<file path="src/rtl/uart_pkg.sv">
// Shared types and constants for the UART transmitter.
package uart_pkg;

    // Transmit FSM states, in the order a frame visits them.
    typedef enum logic [2:0] {
        StIdle,
        StStart,
        StData,
        StParity,
        StStop
    } tx_state_e;

    // Parity mode encodings for the PARITY parameter.
    localparam int unsigned PAR_NONE = 0;
    localparam int unsigned PAR_ODD  = 1;
    localparam int unsigned PAR_EVEN = 2;

    // Parity bit for a byte: even makes the total count of ones even, odd makes it odd.
    function automatic logic parity_bit(input logic [7:0] data, input int unsigned mode);
        return (mode == PAR_ODD) ? ~^data : ^data;
    endfunction

endpackage

</file>
<file path="src/rtl/uart_baud_cnt.sv">
// Bit-period counter: runs 0..BPS_CNT-1 while a frame is active, ticks on the last count.
module uart_baud_cnt #(
    parameter int unsigned BPS_CNT = 434
) (
    input  logic sys_clk,
    input  logic sys_rst,
    input  logic clear,
    input  logic run,
    output logic bit_tick
);

    localparam int unsigned CNT_W = (BPS_CNT > 1) ? $clog2(BPS_CNT) : 1;
    localparam logic [CNT_W-1:0] LAST = CNT_W'(BPS_CNT - 1);

    logic [CNT_W-1:0] cnt_q;
    logic [CNT_W-1:0] cnt_d;

    // Next count: restart on frame start or when idle, wrap at the end of each bit.
    always_comb begin
        cnt_d = cnt_q;
        if (clear || !run) begin
            cnt_d = '0;
        end else if (cnt_q == LAST) begin
            cnt_d = '0;
        end else begin
            cnt_d = cnt_q + 1'b1;
        end
    end

    // Count register.
    always_ff @(posedge sys_clk or posedge sys_rst) begin
        if (sys_rst) begin
            cnt_q <= '0;
        end else begin
            cnt_q <= cnt_d;
        end
    end

    assign bit_tick = run && !clear && (cnt_q == LAST);

endmodule

</file>
<file path="src/rtl/uart_send.sv">
// UART transmitter: 8 data bits LSB first, optional parity, 1 or 2 stop bits.
module uart_send
    import uart_pkg::*;
#(
    parameter int unsigned CLK_FREQ  = 50_000_000,
    parameter int unsigned UART_BPS  = 115200,
    parameter int unsigned PARITY    = 0,
    parameter int unsigned STOP_BITS = 1
) (
    input  logic       sys_clk,
    input  logic       sys_rst,
    input  logic       send_en,
    input  logic [7:0] send_data,
    output logic       txd,
    output logic       tx_busy,
    output logic       tx_done
);

    localparam int unsigned BPS_CNT = CLK_FREQ / UART_BPS;

    logic       en_d0;
    logic       en_d1;
    logic       start_flag;
    logic       frame_start;
    logic       bit_tick;

    tx_state_e  state_q, state_d;
    logic [7:0] data_q, data_d;
    logic [2:0] bit_idx_q, bit_idx_d;
    logic       stop_idx_q, stop_idx_d;
    logic       txd_q, txd_d;
    logic       busy_q, busy_d;
    logic       done_q, done_d;

    // Two-stage sampling of send_en for rising-edge detection.
    always_ff @(posedge sys_clk or posedge sys_rst) begin
        if (sys_rst) begin
            en_d0 <= 1'b0;
            en_d1 <= 1'b0;
        end else begin
            en_d0 <= send_en;
            en_d1 <= en_d0;
        end
    end

    assign start_flag  = en_d0 & ~en_d1;
    // Requests arriving while busy are dropped, including the cycle busy falls.
    assign frame_start = start_flag & ~busy_q;

    uart_baud_cnt #(
        .BPS_CNT (BPS_CNT)
    ) u_baud_cnt (
        .sys_clk  (sys_clk),
        .sys_rst  (sys_rst),
        .clear    (frame_start),
        .run      (busy_q),
        .bit_tick (bit_tick)
    );

    // Next-state and registered-output logic for the frame sequencer.
    always_comb begin
        state_d    = state_q;
        data_d     = data_q;
        bit_idx_d  = bit_idx_q;
        stop_idx_d = stop_idx_q;
        txd_d      = txd_q;
        busy_d     = busy_q;
        done_d     = 1'b0;

        unique case (state_q)
            StIdle: begin
                if (frame_start) begin
                    data_d     = send_data;
                    busy_d     = 1'b1;
                    txd_d      = 1'b0;
                    bit_idx_d  = 3'd0;
                    stop_idx_d = 1'b0;
                    state_d    = StStart;
                end
            end
            StStart: begin
                if (bit_tick) begin
                    txd_d     = data_q[0];
                    bit_idx_d = 3'd0;
                    state_d   = StData;
                end
            end
            StData: begin
                if (bit_tick) begin
                    if (bit_idx_q == 3'd7) begin
                        if (PARITY != PAR_NONE) begin
                            txd_d   = parity_bit(data_q, PARITY);
                            state_d = StParity;
                        end else begin
                            txd_d   = 1'b1;
                            state_d = StStop;
                        end
                    end else begin
                        bit_idx_d = bit_idx_q + 3'd1;
                        txd_d     = data_q[bit_idx_q + 3'd1];
                    end
                end
            end
            StParity: begin
                if (bit_tick) begin
                    txd_d      = 1'b1;
                    stop_idx_d = 1'b0;
                    state_d    = StStop;
                end
            end
            StStop: begin
                if (bit_tick) begin
                    if ((STOP_BITS == 2) && !stop_idx_q) begin
                        stop_idx_d = 1'b1;
                    end else begin
                        busy_d  = 1'b0;
                        done_d  = 1'b1;
                        state_d = StIdle;
                    end
                end
            end
            default: begin
                txd_d   = 1'b1;
                busy_d  = 1'b0;
                state_d = StIdle;
            end
        endcase
    end

    // State and output registers; reset leaves the line idle high.
    always_ff @(posedge sys_clk or posedge sys_rst) begin
        if (sys_rst) begin
            state_q    <= StIdle;
            data_q     <= 8'h00;
            bit_idx_q  <= 3'd0;
            stop_idx_q <= 1'b0;
            txd_q      <= 1'b1;
            busy_q     <= 1'b0;
            done_q     <= 1'b0;
        end else begin
            state_q    <= state_d;
            data_q     <= data_d;
            bit_idx_q  <= bit_idx_d;
            stop_idx_q <= stop_idx_d;
            txd_q      <= txd_d;
            busy_q     <= busy_d;
            done_q     <= done_d;
        end
    end

    assign txd     = txd_q;
    assign tx_busy = busy_q;
    assign tx_done = done_q;

endmodule

</file>
<file path="config.mk">
export PLATFORM = sky130hd
export DESIGN_NAME = uart_send
export DESIGN_NICKNAME = d
export VERILOG_FILES = /design/src/rtl/uart_pkg.sv /design/src/rtl/uart_baud_cnt.sv /design/src/rtl/uart_send.sv
export SDC_FILE = /design/constraint.sdc
export NUM_CORES = 1
export LEC_CHECK = 0
export CORE_ASPECT_RATIO = 0.75
export CORE_UTILIZATION = 37
export DETAILED_ROUTE_END_ITERATION = 7
export PLACE_DENSITY = 0.62
export SETUP_SLACK_MARGIN = 0.3
export SYNTH_ARGS = -nofsm -noshare
export SYNTH_HDL_FRONTEND = slang
export SYNTH_SLANG_ARGS = --single-unit
</file>
<file path="constraint.sdc">
create_clock -name sys_clk -period 2.4 [get_ports sys_clk]
set_clock_uncertainty 0.05 [all_clocks]
set_input_delay 0.48 -clock sys_clk [delete_from_list [all_inputs] [get_ports sys_clk]]
set_output_delay 0.48 -clock sys_clk [all_outputs]
set_load 0.01 [all_outputs]
</file>
==> impl_results.md <==
- Clock-pin slew on the worst setup and hold paths: 90 ps
- Distinct cells, synth: 35
- Top FF cell, synth: dfrtp_1
- Max VDD drop: around 0.48 mV
- Clk sinks: 28
- Root Buffer: clkbuf_8
- Slowest cell on the critical path: mux4_2
- Max Freq: 501 MHz
- Clock Path Buffers: 2
- M1 WL: about 1.2 mm
- Total power: approximately 1.3 mW
- Least-Margin Pin Slew: between 300 and 400 ps
- Startpoint types: register
- Post-synth top area share: 48.3%
- Synth-to-layout area growth: 20.6%
- First-pass GRT wire length: 4.30 mm
- ANT cells: 0
- Critical path class: register to register
- Final Routed Wirelength: 2.43 mm
- Share of the yosys chip area belonging to registers: roughly 50%
- Drt first pass iters: 4
- Vias in the first global route: 936
- Max stage delay on crit path: between 400 and 500 ps
- Hold_ws: 339 ps
- Die ar.: just over 4000 sq um
- Worst setup EP type: register
- Worst-Skew Late Latency: 270 ps
- DR vias/cell: 4.80
- Share of layout cells above drive strength 1: 16.4%
- Hold Vio Cnt, Final: 0
- Crit path cell chain: ha_1, ha_4, mux4_2, nand2b_1, a31oi_1, mux2i_1
- Drt wl/cell: 12.8 microns
- Highest routed layer: met4
- Crit path time final: ~2000 ps
- Die X: ~73 microns
- H-tree Lvls: 1
- CP arrival: 2140 ps
- Hold Crit Class: register to register
- Met3 wire length: 76 microns
- Asr flop ratio synth: 100%
- Syn Nets: between 100 and 150
- Fin nets: 156
- Slew Limit Fails: 0
- Ys Warns: 0
- GRT Overall Usage: 13.8%
- Max Cap Violations: 0
- Final core occ: approximately half
- Cell taking the most area after synthesis: dfrtp_1
- Leakage power: 0.748 nW
- CP Max Fanout: 4
- Initial antenna violation count: 0
- Final worst-path cycle share: 83.1%
- DR WL met2: 1.10 mm
- Final setup margin: around 410 ps
- DRT iter0 DRCs: 46
- Row Count: 18
- IO Port Bufs: 13
- GP Congestion: between 0.8 and 0.9
- Mapped Area: 1400 sq um
- P per Cell Area: 779 nW/um^2
- Total CTS buffers: 3
- Leading post-synthesis cells by cell area: dfrtp_1 (48%), mux2_4 (7.5%), nor2_1 (4.3%)
- Antenna-violating nets left: 0
- DP HPWL: roughly 1.8 mm
- Outcome: finished clean
- EDFF count, synth: 0
- Mean Syn Cell Area: ~11 sq um
- Flops & latches, synth: 28
- Count leader, synth: dfrtp_1
- Worst Path Required: around 2500 ps
- Max transition margin: between 70% and 80%
- Largest net degree at the start of global routing: 29
- Syn Inst Count: between 100 and 150
- IO Pins: 14
- Core box area: 3450 sq um
- Setup_tns: 0 ps
- Unrepaired setup endpoints after global routing: true
- Place WS: 284 ps
- TritonCTS clock tree: yes
- Grt ovf: 0
- Die Ht: between 50 and 60 microns
- # setup viols final: 0
- Drt drc: 0
- Total vias in the final route: 912
- Commonest cells in the netlist: dfrtp_1 (27), nor2_1 (16), inv_1 (9)
- Initial core utilization: around 41%
[layout by cell type, fill, tap and decap left out, types with 2 or more instances in the layout]
master	n
dfrtp_1	27
nor2_1	16
clkdlybuf4s50_1	13
inv_1	9
mux2_4	7
o21ai_0	6
xnor2_1	6
mux2i_1	5
nand2b_1	4
nand3_1	4
nand2_1	4
nor3_1	3
ha_1	3
clkbuf_8	3
buf_4	3
a21oi_1	2
xor2_1	2
mux2_2	2
or3_1	2
[cell families after synthesis]
group / synth area share, %
and+or+nand+nor: 16.0
DFF: 50.1
muxes: 14.3
AOI/OAI and AO/OA: 6.97
buffers and inverters: 4.02
xor gates and xnor gates: 5.00
adders and majority gates: 3.57
[path summary, 6_finish.rpt]
path,from,endpoint,slack [ps],depth (start not counted)
hold / removal,en_d0,en_d1,340,0
hold reg to reg,en_d0,en_d1,340,0
setup reg to reg,bit_idx_q[0],txd,410,6
max in group asynchronous,sys_rst,txd,1480,3
min in group asynchronous,sys_rst,u_baud_cnt.cnt_q[0],510,3
setup / recovery,bit_idx_q[0],txd,410,6
[flip-flops by register name, summed over array words and instances (netlist names)]
| register | count |
|---|---|
| u_baud_cnt.cnt_q | 9 |
| data_q | 8 |
| bit_idx_q | 3 |
| state_q | 3 |
| en_d0 | 1 |
| en_d1 | 1 |
| tx_busy | 1 |
| tx_done | 1 |
| txd | 1 |
[worst max-delay path, delay by kind of cell (launching register included)]
kind	cells	cell delay, ps
fa+ha+maj	2	540
simple gates	1	150
compound gates	1	200
mux	2	590
flops	1	400
[final cells by class]
type,instances,area [sq um]
sequential,28,702
inverter,9,33.8
timing repair buffer,16,153
fill,313,1760
clock buffer,3,41.3
multi-input combinational,83,666
clock inverter,1,30.0
tap,50,62.6
[report_power, final]
group | internal, mW | switching, mW
Combinational | 0.180 | 0.117
Clock | 0.223 | 0.136
Sequential | 0.576 | 0.0823
Total | 0.979 | 0.335
[timing repair]
action,CTS,global route
endpoints found under the setup margin,1,2
resized for setup,1,2
buffers inserted,1,1
hold buffers,0,0
cloned,0,0
pin swaps,0,1
endpoints found under the hold margin,0,0
[metrics by stage]
| stage | cells | cell area [sq um] |
|---|---|---|
| after floorplan | 124 | 1400 |
| after global placement | 184 | 1580 |
| after detailed placement | 184 | 1580 |
| after CTS | 189 | 1660 |
| after global routing | 190 | 1690 |
| final | 190 | 1690 |
[routing by layer]
layer  vias to the layer above  global-route usage (%)
met3                         4                    3.28
met2                        17                    21.0
li1                        456                       -
met1                       435                    19.1
met4                         0                    5.04
met5                         -                       0
Power figures use the tool's default switching activity.
